## config.mk

```make
export PLATFORM = sky130hd
export DESIGN_NAME = tdc_event_reader
export DESIGN_NICKNAME = d
export VERILOG_FILES = /design/src/rtl/tdc_event_reader.sv
export SDC_FILE = /design/constraint.sdc
export NUM_CORES = 1
export LEC_CHECK = 0
export ABC_AREA = 1
export CORE_MARGIN = 10
export CORE_UTILIZATION = 54
export CTS_CLUSTER_SIZE = 10
export DETAILED_ROUTE_END_ITERATION = 12
export PLACE_DENSITY = 0.79
export REMOVE_ABC_BUFFERS = 1
export SLEW_MARGIN = 5
export SYNTH_ARGS = -nofsm -noshare
export SYNTH_HDL_FRONTEND = slang
export SYNTH_SLANG_ARGS = --single-unit
```

## constraint.sdc

```tcl
create_clock -name clk -period 5.46 [get_ports clk]
set_clock_uncertainty 0.15 [all_clocks]
set_input_delay 1.092 -clock clk [delete_from_list [all_inputs] [get_ports clk]]
set_output_delay 1.092 -clock clk [all_outputs]
set_load 0.005 [all_outputs]
```

## src/rtl/tdc_event_reader.sv

```systemverilog
// rtl/tdc_event_reader.sv - TDC channel readout FSM feeding a FWFT event FIFO; optional TOT filter via TDC_READER_TOT_FILTER_EN
module tdc_event_reader #(
    parameter int          FIFO_DEPTH = 4,
    parameter logic [31:0] MIN_TOT    = 32'd16
) (
    input  logic        clk,
    input  logic        reset,
    input  logic        enable,
    input  logic        tdc_has_event,
    input  logic [3:0]  tdc_chan,
    input  logic [31:0] tdc_timestamp,
    input  logic [31:0] tdc_tot,
    output logic        tdc_clear,
    output logic        evt_valid,
    input  logic        evt_ready,
    output logic [67:0] evt_data,
    output logic [4:0]  fifo_level,
    output logic [15:0] filtered_count
);

    localparam int         AW      = (FIFO_DEPTH > 1) ? $clog2(FIFO_DEPTH) : 1;
    localparam logic [4:0] DEPTH_L = 5'(FIFO_DEPTH);

`ifdef TDC_READER_TOT_FILTER_EN
    localparam bit FILTER_EN = 1'b1;
`else
    localparam bit FILTER_EN = 1'b0;
`endif

    typedef enum logic [1:0] {
        IDLE     = 2'd0,
        CLEAR    = 2'd1,
        WAIT_LOW = 2'd2
    } state_t;

    state_t        state;
    state_t        state_next;
    logic          capture;
    logic          tot_low;
    logic          filtered;
    logic          push;
    logic          pop;
    logic [67:0]   mem [FIFO_DEPTH];
    logic [AW-1:0] wr_ptr;
    logic [AW-1:0] rd_ptr;
    logic [4:0]    level;
    logic [15:0]   fcnt;

    // Short events are still released from the TDC, they just never reach the FIFO.
    assign tot_low  = (tdc_tot < MIN_TOT);
    assign filtered = FILTER_EN & tot_low;

    // Eligibility looks only at the registered level, so a pop cannot make room in the same cycle.
    always_comb begin
        state_next = state;
        capture    = 1'b0;
        case (state)
            IDLE: begin
                if (enable && tdc_has_event && (level < DEPTH_L)) begin
                    capture    = 1'b1;
                    state_next = CLEAR;
                end
            end
            CLEAR:    state_next = WAIT_LOW;
            WAIT_LOW: if (!tdc_has_event) state_next = IDLE;
            default:  state_next = IDLE;
        endcase
    end

    // State register; tdc_clear comes straight from a flop and is held high during reset.
    always_ff @(posedge clk) begin
        if (reset) begin
            state     <= IDLE;
            tdc_clear <= 1'b1;
        end else begin
            state     <= state_next;
            tdc_clear <= (state_next == CLEAR);
        end
    end

    assign push = capture & ~filtered;
    assign pop  = evt_valid & evt_ready;

    // Storage array; no reset needed because reads are masked by evt_valid.
    always_ff @(posedge clk) begin
        if (push) begin
            mem[wr_ptr] <= {tdc_chan, tdc_timestamp, tdc_tot};
        end
    end

    // Pointers wrap naturally because the depth is a power of two.
    always_ff @(posedge clk) begin
        if (reset) begin
            wr_ptr <= '0;
            rd_ptr <= '0;
            level  <= '0;
        end else begin
            if (push) wr_ptr <= wr_ptr + 1'b1;
            if (pop)  rd_ptr <= rd_ptr + 1'b1;
            case ({push, pop})
                2'b10:   level <= level + 5'd1;
                2'b01:   level <= level - 5'd1;
                default: level <= level;
            endcase
        end
    end

`ifdef TDC_READER_TOT_FILTER_EN
    // Count of discarded short events, sticking at all-ones.
    always_ff @(posedge clk) begin
        if (reset) begin
            fcnt <= '0;
        end else if (capture && filtered && (fcnt != 16'hFFFF)) begin
            fcnt <= fcnt + 16'd1;
        end
    end
`else
    assign fcnt = '0;
`endif

    assign evt_valid      = (level != 5'd0);
    assign evt_data       = evt_valid ? mem[rd_ptr] : 68'd0;
    assign fifo_level     = level;
    assign filtered_count = fcnt;

endmodule

```

Word level (Yosys, flattened, before mapping)
Memories as Yosys holds them, arrays and structs flattened. A register that Yosys moved wholly into a read port is not among the register bits.
Cells that the tools add are included.
Widths: inputs -> output; s select.
- bits in registers: 12
- RAM bits: 272
- input port bits: 73
- output and inout bits: 91
- memories kept: 1
- add/sub/neg operators: 4
- order comparisons: 1
- eq/ne operators: 5
- mux-type cells: 11
- bitwise gates (word level): 1
- reductions and logical operators: 5
- memory list (memory ; words ; width ; rd ports ; clocked after memory_dff ; write ports ; RTL line ; text):
    mem ; 4 ; 68 ; 1 ; 1 ; 1 ; 43 ; logic [67:0] mem [FIFO_DEPTH];
- operators by type and width (cell ; count):
    $mux 68 ; 1
    $pmux 5 s2 ; 1
    $mux 2 ; 4
    $eq 2x1->1 const B ; 3
    $pmux 2 s3 ; 1
    $add 5x1->5 const B ; 1
    $lt 5x3->1 const B ; 1
    $reduce_bool 5->1 ; 1
    $sub 5x1->5 const B ; 1
    $add 2x1->2 const B ; 2
    $eq 2x2->1 const B ; 2
    $mux 1 ; 4
    $logic_and 1x1->1 ; 2
    $logic_not 2->1 ; 1
    $reduce_bool 2->1 ; 1
    $and 1x1->1 ; 1

Logic depth before layout (Yosys ltp)
Gate-level depths: netlist of run 1.
- word-level depth: 6
- mapped depth: 15
- depth with buffers taken out: 15

Least setup slack after synthesis of run 1
Ideal clock, no wire load.
- path kind: input port to flip-flop
- from: input enable
- to: memory mem[0][0] (enable)
- library setup time: 495 ps
- data arrival time: 4115 ps
- data required time: 4815 ps
- path slack: 700 ps
- cell stages on the path: 2
- buffers on the path: 0
- cell sequence: nand4_4 -> nor2_1
- longest elaborated chain between the ends: 6
- ends and longest elaborated chain (item ; RTL line ; text):
    from (decl) ; 8 ; input logic enable,
    $logic_and 1x1->1 (2 in series) ; 59 ; if (enable && tdc_has_event && (level < DEPTH_L)) begin
    $mux 1 ; 59 ;
    $mux 1 ; 57 ; case (state)
    $mux 1 ; 86 ; if (push) begin
    $mux 1 (not written as such) ; 87 ; mem[wr_ptr] <= {tdc_chan, tdc_timestamp, tdc_tot};
    to (decl) ; 43 ;
No other way between the ends.

==> results of run 1 <==
==> final timing paths <==
kind                                                  from                   end  slack [ns]  cells after the start
worst min register to register         state[1]$_SDFF_PP0_   state[1]$_SDFF_PP0_        0.30                      1
worst max register to register  fifo_level[2]$_SDFFE_PP0P_  mem[2][36]$_DFFE_PP_        2.94                      4
worst min-delay path                   state[1]$_SDFF_PP0_   state[1]$_SDFF_PP0_        0.30                      1
worst max-delay path                                  flop          evt_data[16]        0.96                      6
==> cell families after synthesis <==
logic type      count (synthesis)  synth area share, %
compound gates                218                 9.69
xor+xnor                        4                0.307
fa+ha+maj                       8                0.877
buf+inv                        92                 4.43
flops                         286                 74.0
other cells                     1               0.0329
simple gates                  312                 10.6
==> layout by cell type (no fill, tap or decap), drive strengths merged <==
cell	n
nand4	1
o21bai	1
a21boi	1
buf	11
nor2	283
a21oi	74
a211oi	1
xor2	4
nor3	1
nand2	20
clkinv	1
ha	8
dfxtp	14
o22ai	1
or2	1
clkdlybuf4s50	147
nand3	6
inv	25
edfxtp	272
o21ai	140
conb	16
clkbuf	49
==> layout make-up <==
type,count,area (um^2)
Multi-Input combinational cell,558,2540
Tap cell,275,344
Clock inverter,1,3.75
Timing Repair Buffer,158,1570
Fill cell,1450,6910
Sequential cell,286,8450
Inverter,25,96.3
Clock buffer,49,971
==> through the flow <==
stage               power (uW)  util, %  setup slack (ns)  instances
CTS                       7270     66.9             0.934       1352
floorplan                 3810        -            -0.240        869
global placement          5230     62.3              1.54       1302
finish                    7210     66.9             0.960       1352
detailed placement        5270     62.3              1.51       1302
global route              7600     66.9             0.709       1352
==> report_power, final <==
part	switching, uW	internal (uW)
Clock	768	1220
Sequential	97.6	2560
Combinational	1370	1190
==> state kept, by name, indices dropped and copies added (netlist names), named ones only <==
signal / flops
fifo_level: 5
mem: 272
rd_ptr: 2
state: 2
tdc_clear: 1
wr_ptr: 2
==> critical path: cells and delay by family, from the launching register on <==
| kind | cells | cell delay (ns) |
|---|---|---|
| buf+inv | 2 | 1.36 |
| flops | 1 | 0.69 |
| simple gates | 2 | 0.25 |
| compound gates | 2 | 0.39 |
==> cell usage after synthesis (all sizes together) <==
master,number,area [um^2]
edfxtp,272,8170
ha,8,100
buf,47,332
o22ai,1,12.5
a21boi,1,7.51
a211oi,1,7.51
dfxtp,14,280
o21bai,1,7.51
or2,1,6.26
inv,25,93.8
conb,1,3.75
o21ai,140,701
xor2,4,35.0
clkbuf,20,80.1
nand2,20,77.6
nor3,1,16.3
nand3,6,30.0
a21oi,74,370
nor2,283,1060
nand4,1,21.3
==> layer usage <==
layer	up-vias	wire, um	share of wire (%)
li1	3468	-	-
met5	-	0	0
met3	41	2210	8.7
met4	0	455	1.8
met2	314	12600	50
met1	3531	10100	40
==> summary.txt, run 1 <==
Status
  – Status: finished, final reports clean

Synth
  – Cell variety after synth: 27
  – Post-synthesis cell count: 921
  – Syn. warnings: 0
  – Mean Syn Cell Area: 12.4 um^2
  – Mapped cell area: 11400 um^2
  – Sequential fraction of the synthesis area: 74.0%
  – Synth Register Bits: 286

Cells and area
  – Fin area: 14000 um^2
  – Diode count: 0
  – Area delta synth->final: 22.5%
  – NumNets Final: 1144
  – Layout cells sized above 1: 5.85%

Global routing
  – Grt met1 use: 22.4%
  – Gr busiest metal: met2
  – Vias in the first global route: 7592
  – Largest net degree at the start of global routing: 115
  – Met2 Track Usage GR: 31.4%
  – Congestion Overflow GR: 0
  – Overall routing resource usage: 18.2%
  – Met3 global-route usage: 3.77%
  – First-pass GRT wire length: 39200 um
  – Initial antenna violation count: 0

Timing
  – Final setup vio count: 0
  – Worst slew pin tran: 1.06 ns
  – Fin crit share: 82.4%
  – Fin. max-slew vios: 0
  – RSZ-0062 raised after global routing: false
  – Setup TNS Final: 0 ns
  – Max-slew headroom: 29.1%
  – Hold_ws: 0.295 ns
  – Max frequency: 222 MHz
  – Final worst path period need: 4.50 ns
  – Final hold vios: 0

CTS
  – Worst-skew pair later-pin latency: 0.49 ns
  – Root Driver: clkbuf_16
  – CTS buffer count: 34
  – CTS tree: yes
  – H-tree depth: 2
  – Post-CTS sizing: 0
  – Buffer count from post-CTS setup fixing: 0
  – CTS Hold Buffers Added: 0
  – Longest Clk Path Bufs: 3
  – Sink Count: 286
  – Clock slew at reported path FFs: 0.06 ns

Power
  – Leak pwr: 0.00480 uW
  – PwrDens: 515 nW/um^2
  – Maximum vdd drop: 1.16 mV

Drt
  – First-pass DRT Iterations: 5
  – DRC violations left: 0
  – Drt wl/cell: 18.7 um
  – Vias: 7354
  – Detailed Route Iter0 Violations: 642
  – Drt total wl: 25300 um
  – DRT antenna net count: 0
  – Vias/cell: 5.44

Worst setup path
  – Setup crit end kind: primary output
  – CP arrival: 3.26 ns
  – Worst setup SP type: flop
  – Critical Path Most Common Cell: nor2_1
  – CP max-delay cell: buf_4
  – CP max FO: 90
  – Critical path cell sequence: buf_4 > nor2_1 > nor2_1 > o21ai_0 > a21oi_1 > clkdlybuf4s50_1
  – Kind of critical path: reg -> out
  – WP data required: 4.22 ns
  – CP max stage delay: 0.80 ns

Floorplanning
  – IO Count: 164
  – Starting Density: 54.6%
  – Rows: 53
  – Die area: 27300 um^2
  – Die Wd: 165 um
  – Die H: 165 um
  – Core area: 20900 um^2

Placed design
  – Port Buffer Count: 147
  – Routability congestion estimate: 0.757
  – Post-DP HPWL: 14100 um
  – Post-DP Area: 13000 um^2

Run
  – Max-Cap Viols: 0

Worst hold path
  – Hold crit path type: reg -> reg
(Power assumes the default switching activity.)
==> inputs of run 2 (changes only) <==
CORE_UTILIZATION = 49   (was 54)
PLACE_DENSITY = 0.76   (was 0.79)
clock period = 4.12 ns   (was 5.46 ns; I/O delays follow)
==> run 2 against run 1 <==
  * Cell count up 3.4%
  * Worst setup slack lost 0.60 ns
  * Highest routed layer is now met5
  * Clock power is 33% higher
  * Combinational power up 36%
  * Via count fell by 0.82%
  * Register-to-register slack lost 1.3 ns
  * Critical path depth stayed put
  * Wire length is 0.21% higher
  * Largest cell class unchanged
  * Die area rose by 8.9%
==> summary.txt, run 2 (synthesized netlist as in run 1, its figures left out) <==
Status
  – Status: finished, final reports clean (unchanged)

Power
  – Sequential Power Share: 36.6% (was 36.9%)
  – Comb pwr share: 36.2% (was 35.5%)
  – Maximum vdd drop: 0.457 mV (was 1.16 mV)
  – Switching part of the total: 30.9% (was 31.0%)
  – Clock share of power: 27.3% (was 27.5%)
  – Leak pwr: 0.00485 uW (was 0.00480 uW)
  – Total power: 9650 uW (was 7210 uW)
  – Net Sw Power: 2980 uW (was 2230 uW)
  – PwrDens: 684 nW/um^2 (was 515 nW/um^2)
  – Cell Int Power: 6670 uW (was 4970 uW)

Worst setup path
  – CP max-delay cell: dfxtp_4 (was buf_4)
  – Critical path cell sequence: buf_4 > nor2_1 > nor2_1 > o21ai_0 > a21oi_1 > clkdlybuf4s50_1 (unchanged)
  – WP data required: 3.15 ns (was 4.22 ns)
  – Worst reg-to-reg path cell count: 13 (was 4)
  – Critical Path Most Common Cell: nor2_1 (unchanged)
  – CP max stage delay: 0.69 ns (was 0.80 ns)
  – CP max FO: 48 (was 90)
  – R2R Setup Slk: 1.66 ns (was 2.94 ns)
  – RR Startpoint: fifo_level[2]$_SDFFE_PP0P_ (unchanged)
  – CP arrival: 2.79 ns (was 3.26 ns)
  – Worst setup SP type: flop (unchanged)
  – Setup crit end kind: primary output (unchanged)
  – Kind of critical path: reg -> out (unchanged)
  – R2r endpoint: fifo_level[4]$_SDFFE_PP0P_ (was mem[2][36]$_DFFE_PP_)

Cells and area
  – Layout cells sized above 1: 6.64% (was 5.85%)
  – Core Util, Final: 62.0% (was 66.9%)
  – FILL cells: 1716 (was 1450)
  – NumNets Final: 1152 (was 1144)
  – Largest Register: mem (unchanged)
  – Commonest cells after routing, fill and taps aside: nor2_1, edfxtp_1, clkdlybuf4s50_1 (unchanged)
  – Diode count: 0 (unchanged)
  – Max reg flops: 272 (unchanged)
  – Commonest non-fill, non-tap cell in the layout: nor2_1 (unchanged)
  – Area delta synth->final: 23.7% (was 22.5%)
  – Fin area: 14100 um^2 (was 14000 um^2)

CTS
  – CTS Hold Buffers Added: 0 (unchanged)
  – CTS buffer count: 34 (unchanged)
  – Post-CTS sizing: 0 (unchanged)
  – Root Driver: clkbuf_16 (unchanged)
  – Clock slew at reported path FFs: 0.05 ns (was 0.06 ns)
  – CTS tree: yes (unchanged)
  – H-tree depth: 2 (unchanged)
  – Longest Clk Path Bufs: 3 (unchanged)
  – Worst-skew pair later-pin latency: 0.48 ns (was 0.49 ns)
  – Buffer count from post-CTS setup fixing: 0 (unchanged)
  – Sink Count: 286 (unchanged)

Placed design
  – Port Buffer Count: 147 (unchanged)
  – Post-DP HPWL: 15300 um (was 14100 um)
  – Routability congestion estimate: 0.766 (was 0.757)
  – Post-DP Area: 13100 um^2 (was 13000 um^2)

Worst hold path
  – Hold wc startpoint: state[1]$_SDFF_PP0_ (unchanged)
  – Hold crit path type: reg -> reg (unchanged)
  – Hold path depth: 1 (unchanged)
  – Hold Crit Endpoint: state[1]$_SDFF_PP0_ (unchanged)

Drt
  – Drt wl/cell: 18.2 um (was 18.7 um)
  – Detailed Route Iter0 Violations: 646 (was 642)
  – DRC violations left: 0 (unchanged)
  – Vias/cell: 5.22 (was 5.44)
  – Drt total wl: 25400 um (was 25300 um)
  – DRT antenna net count: 0 (unchanged)
  – Vias: 7294 (was 7354)
  – First-pass DRT Iterations: 5 (unchanged)

Global routing
  – First-pass GRT wire length: 40200 um (was 39200 um)
  – Initial antenna violation count: 1 (was 0)
  – Overall routing resource usage: 16.6% (was 18.2%)
  – Congestion Overflow GR: 0 (unchanged)
  – Largest net degree at the start of global routing: 77 (was 115)
  – Vias in the first global route: 7391 (was 7592)

Floorplanning
  – IO Count: 164 (unchanged)
  – Die Wd: 173 um (was 165 um)
  – Rows: 55 (was 53)
  – Die area: 29800 um^2 (was 27300 um^2)
  – Core area: 22800 um^2 (was 20900 um^2)
  – Die H: 173 um (was 165 um)
  – Starting Density: 50.1% (was 54.6%)

Run
  – Max-Cap Viols: 0 (unchanged)

Timing
  – Final hold vios: 0 (unchanged)
  – Final setup vio count: 0 (unchanged)
  – Fin crit share: 91.2%
  – Worst slew pin tran: 0.897 ns (was 1.06 ns)
  – RSZ-0062 raised after global routing: false (unchanged)
  – Final worst path period need: 3.76 ns
  – Setup TNS Final: 0 ns (unchanged)
  – Max frequency: 266 MHz
  – Fin. max-slew vios: 0 (unchanged)
  – Max-slew headroom: 40.2% (was 29.1%)
-- run 2: changes by cell type in the layout (fill, tap and decap cells not counted), sizes merged --
cell	change
buf	+8
-- run 2: stage by stage --
step                      std cells  hold slack, ns  setup WS (ns)
after CTS                      1398           0.305          0.356
after global routing           1398           0.326          0.122
after floorplan                 869           0.264          -1.31
after detailed placement       1348           0.295          0.884
final                          1398           0.308          0.361
after global placement         1348           0.286          0.908
-- run 2: how the worst max path moves through the flow --
stage / startpoint / to / cells past startpoint
global route: flop / evt_data[50] / 6
detailed placement: flop / evt_data[66] / 6
global placement: flop / evt_data[50] / 6
floorplan: flop / evt_data[66] / 3
finish: flop / evt_data[66] / 6
CTS: flop / evt_data[66] / 6
-- run 2: per-layer routing --
layer	GRT usage, %	wire length [um]	part of all wire [%]
met1	20.7	10700	42
met5	0	13	0.051
met3	5.01	1970	7.7
met2	26.8	12200	48
met4	5.87	584	2.3
-- run 2: layout make-up --
class / count / area (um^2) / share of cell area [%]
tap: 313 / 392 / 2.77
inverter: 25 / 96.3 / 0.683
clock buffer: 49 / 971 / 6.88
multi-input combinational: 558 / 2540 / 18.0
timing repair buffer: 166 / 1650 / 11.7
clock inverter: 1 / 5.00 / 0.0355
sequential: 286 / 8460 / 59.9
-- run 2: power groups by stage --
| stage | Sequential (uW) | Combinational (uW) | Clock [uW] |
|---|---|---|---|
| after floorplan | 3650 | 1390 | 0 |
| after global placement | 3580 | 3480 | 0 |
| after detailed placement | 3590 | 3530 | 0 |
| after CTS | 3530 | 3560 | 2680 |
| after global routing | 3550 | 3850 | 2810 |
| final | 3530 | 3490 | 2630 |
-- run 2: worst max-delay path, delay by kind of cell, from the launching register on --
family / cells / cell delay, ns
AO/OA/AOI/OAI: 2 / 0.35
buffers and inverters: 2 / 1.06
flip-flops: 1 / 0.69
AND/OR/NAND/NOR: 2 / 0.17
==> inputs of run 3 (changes only) <==
CTS_BUF_LIST = sky130_fd_sc_hd__clkbuf_16   (was unset)
==> run 3 against run 2 <==
  * Worst setup slack improved by 0.0031 ns
  * Clock power about the same
  * Largest cell class unchanged
  * Via count decreased by 0.21%
  * Cell count unchanged
  * Global-route usage unchanged
  * Fmax about the same
  * Highest routed layer unchanged
  * First-iteration DRC count decreased by 1.7%
  * Critical path depth unchanged
==> summary.txt, run 3 (synthesized netlist as in run 1, its figures left out) <==
Worst setup path
  – Critical Path Most Common Cell: nor2_1 (unchanged)
  – WP data required: 3.15 ns (about the same)
  – R2R Setup Slk: 1.66 ns (about the same)
  – Critical path cell sequence: buf_4 > nor2_1 > nor2_1 > o21ai_0 > a21oi_1 > clkdlybuf4s50_1 (unchanged)
  – CP max-delay cell: dfxtp_4 (unchanged)
  – Kind of critical path: reg -> out (unchanged)
  – RR Startpoint: fifo_level[2]$_SDFFE_PP0P_ (unchanged)
  – CP max stage delay: 0.69 ns (about the same)
  – CP max FO: 48 (unchanged)
  – CP arrival: 2.78 ns (was 2.79 ns)
  – Worst setup SP type: flop (unchanged)
  – CP bufs+invs: 2 (unchanged)
  – Setup crit end kind: primary output (unchanged)
  – Crit path max-delay family: buffers and inverters (unchanged)

Cells and area
  – Max reg flops: 272 (unchanged)
  – Largest Register: mem (unchanged)
  – Layout cells sized above 1: 6.64% (unchanged)
  – Commonest non-fill, non-tap cell in the layout: nor2_1 (unchanged)
  – Layout Cells excl Fill: 1398 (unchanged)
  – Diode count: 0 (unchanged)
  – Commonest cells after routing, fill and taps aside: nor2_1, edfxtp_1, clkdlybuf4s50_1 (unchanged)
  – Area delta synth->final: 23.7% (unchanged)
  – NumNets Final: 1152 (unchanged)

Power
  – Total power: 9630 uW (was 9650 uW)
  – Maximum vdd drop: 0.455 mV (was 0.457 mV)
  – Leak pwr: 0.00490 uW (was 0.00485 uW)
  – PwrDens: 682 nW/um^2 (was 684 nW/um^2)

Drt
  – DRC violations left: 0 (unchanged)
  – DRT antenna net count: 0 (unchanged)
  – Drt total wl: 25400 um (about the same)
  – Detailed Route Iter0 Violations: 635 (was 646)
  – Vias: 7279 (was 7294)
  – Vias/cell: 5.21 (was 5.22)
  – Drt wl/cell: 18.2 um (about the same)
  – First-pass DRT Iterations: 5 (unchanged)

Placed design
  – Port Buffer Count: 147 (unchanged)
  – Placed Instances: 1348 (unchanged)
  – Post-DP HPWL: 15300 um (unchanged)
  – Routability congestion estimate: 0.766 (unchanged)

Timing
  – Fin. max-slew vios: 0 (unchanged)
  – Final worst path period need: 3.76 ns (about the same)
  – Worst slew pin tran: 0.906 ns (was 0.897 ns)
  – Fin crit share: 91.2% (about the same)
  – Hold_ws: 0.308 ns (about the same)
  – RSZ-0062 raised after global routing: false (unchanged)
  – Final hold vios: 0 (unchanged)
  – Max frequency: 266 MHz (about the same)
  – Final setup vio count: 0 (unchanged)
  – Max-slew headroom: 39.6% (was 40.2%)

CTS
  – H-tree depth: 2 (unchanged)
  – Buffer count from post-CTS setup fixing: 0 (unchanged)
  – CTS Hold Buffers Added: 0 (unchanged)
  – Worst-skew pair later-pin latency: 0.48 ns (about the same)
  – Sink Count: 286 (unchanged)
  – Longest Clk Path Bufs: 3 (unchanged)
  – CTS tree: yes (unchanged)
  – Root Driver: clkbuf_16 (unchanged)
  – Clock slew at reported path FFs: 0.05 ns (about the same)
  – CTS buffer count: 34 (unchanged)
  – Post-CTS sizing: 0 (unchanged)

Floorplanning
  – Core area: 22800 um^2 (unchanged)
  – Starting Density: 50.1% (unchanged)
  – Die H: 173 um (unchanged)
  – Rows: 55 (unchanged)
  – IO Count: 164 (unchanged)
  – Die area: 29800 um^2 (unchanged)
  – Die Wd: 173 um (unchanged)

Status
  – Status: finished, final reports clean (unchanged)

Global routing
  – First-pass GRT wire length: 40200 um (unchanged)
  – Vias in the first global route: 7391 (unchanged)
  – Initial antenna violation count: 1 (unchanged)
  – Overall routing resource usage: 16.6% (unchanged)
  – Largest net degree at the start of global routing: 77 (unchanged)
  – Congestion Overflow GR: 0 (unchanged)

Run
  – Max-Cap Viols: 0 (unchanged)

Worst hold path
  – Hold crit path type: reg -> reg (unchanged)
  – Hold wc startpoint: state[1]$_SDFF_PP0_ (unchanged)
==> run 3: cell count changes in the layout (fill, tap and decap cells not counted), sizes merged <==
| cell | change |
|---|---|
| inv | +12 |
| clkbuf | -12 |
==> run 3: path summary, 6_finish.rpt <==
| check | endpoint | cells after the start |
|---|---|---|
| setup / recovery | evt_data[66] | 6 |
| hold / removal | state[1]$_SDFF_PP0_ | 1 |
| setup reg to reg | fifo_level[4]$_SDFFE_PP0P_ | 13 |
| hold reg to reg | state[1]$_SDFF_PP0_ | 1 |
==> run 3: area by class of cell <==
class	instances	area [um^2]
flip-flops and latches	286	8460
inverters	25	96.3
well taps	313	392
clock inverters	13	50.0
multi-input cells	558	2540
repair buffers	166	1650
clock buffers	37	926
fillers	1716	8660
==> run 3: worst register-to-register path: cells and delay by family (launching register included) <==
family          cells  cell delay (ns)
buf+inv             1             0.04
compound gates      1             0.11
fa+ha+maj           2             0.53
simple gates        8             0.95
flops               1             0.39
xor+xnor            1             0.21
==> run 3: stage by stage <==
| stage | instance area [um^2] | setup slack, ns | utilization [%] | TNS, ns |
|---|---|---|---|---|
| after floorplan | 11100 | -1.31 | - | -187.96 |
| after global placement | 13100 | 0.908 | 57.7 | 0 |
| after detailed placement | 13100 | 0.884 | 57.7 | 0 |
| after CTS | 14100 | 0.356 | 62.0 | 0 |
| after global routing | 14100 | 0.122 | 62.0 | 0 |
| final | 14100 | 0.364 | 62.0 | 0 |
==> run 3: where the power goes <==
| group | internal, uW | total (uW) | switching (uW) |
|---|---|---|---|
| clock | 1580 | 2600 | 1020 |
| combinational | 1660 | 3490 | 1840 |
| sequential | 3400 | 3530 | 131 |
==> run 3: layer usage <==
| metal | global-route usage, % | part of all wire, % | wire length, um | vias to the layer above |
|---|---|---|---|---|
| met5 | 0 | 0.051 | 13 | - |
| met4 | 5.87 | 2.2 | 561 | 2 |
| met3 | 5.01 | 7.6 | 1920 | 42 |
| met2 | 26.8 | 48 | 12300 | 248 |
| met1 | 20.7 | 42 | 10600 | 3496 |
| li1 | - | - | - | 3491 |
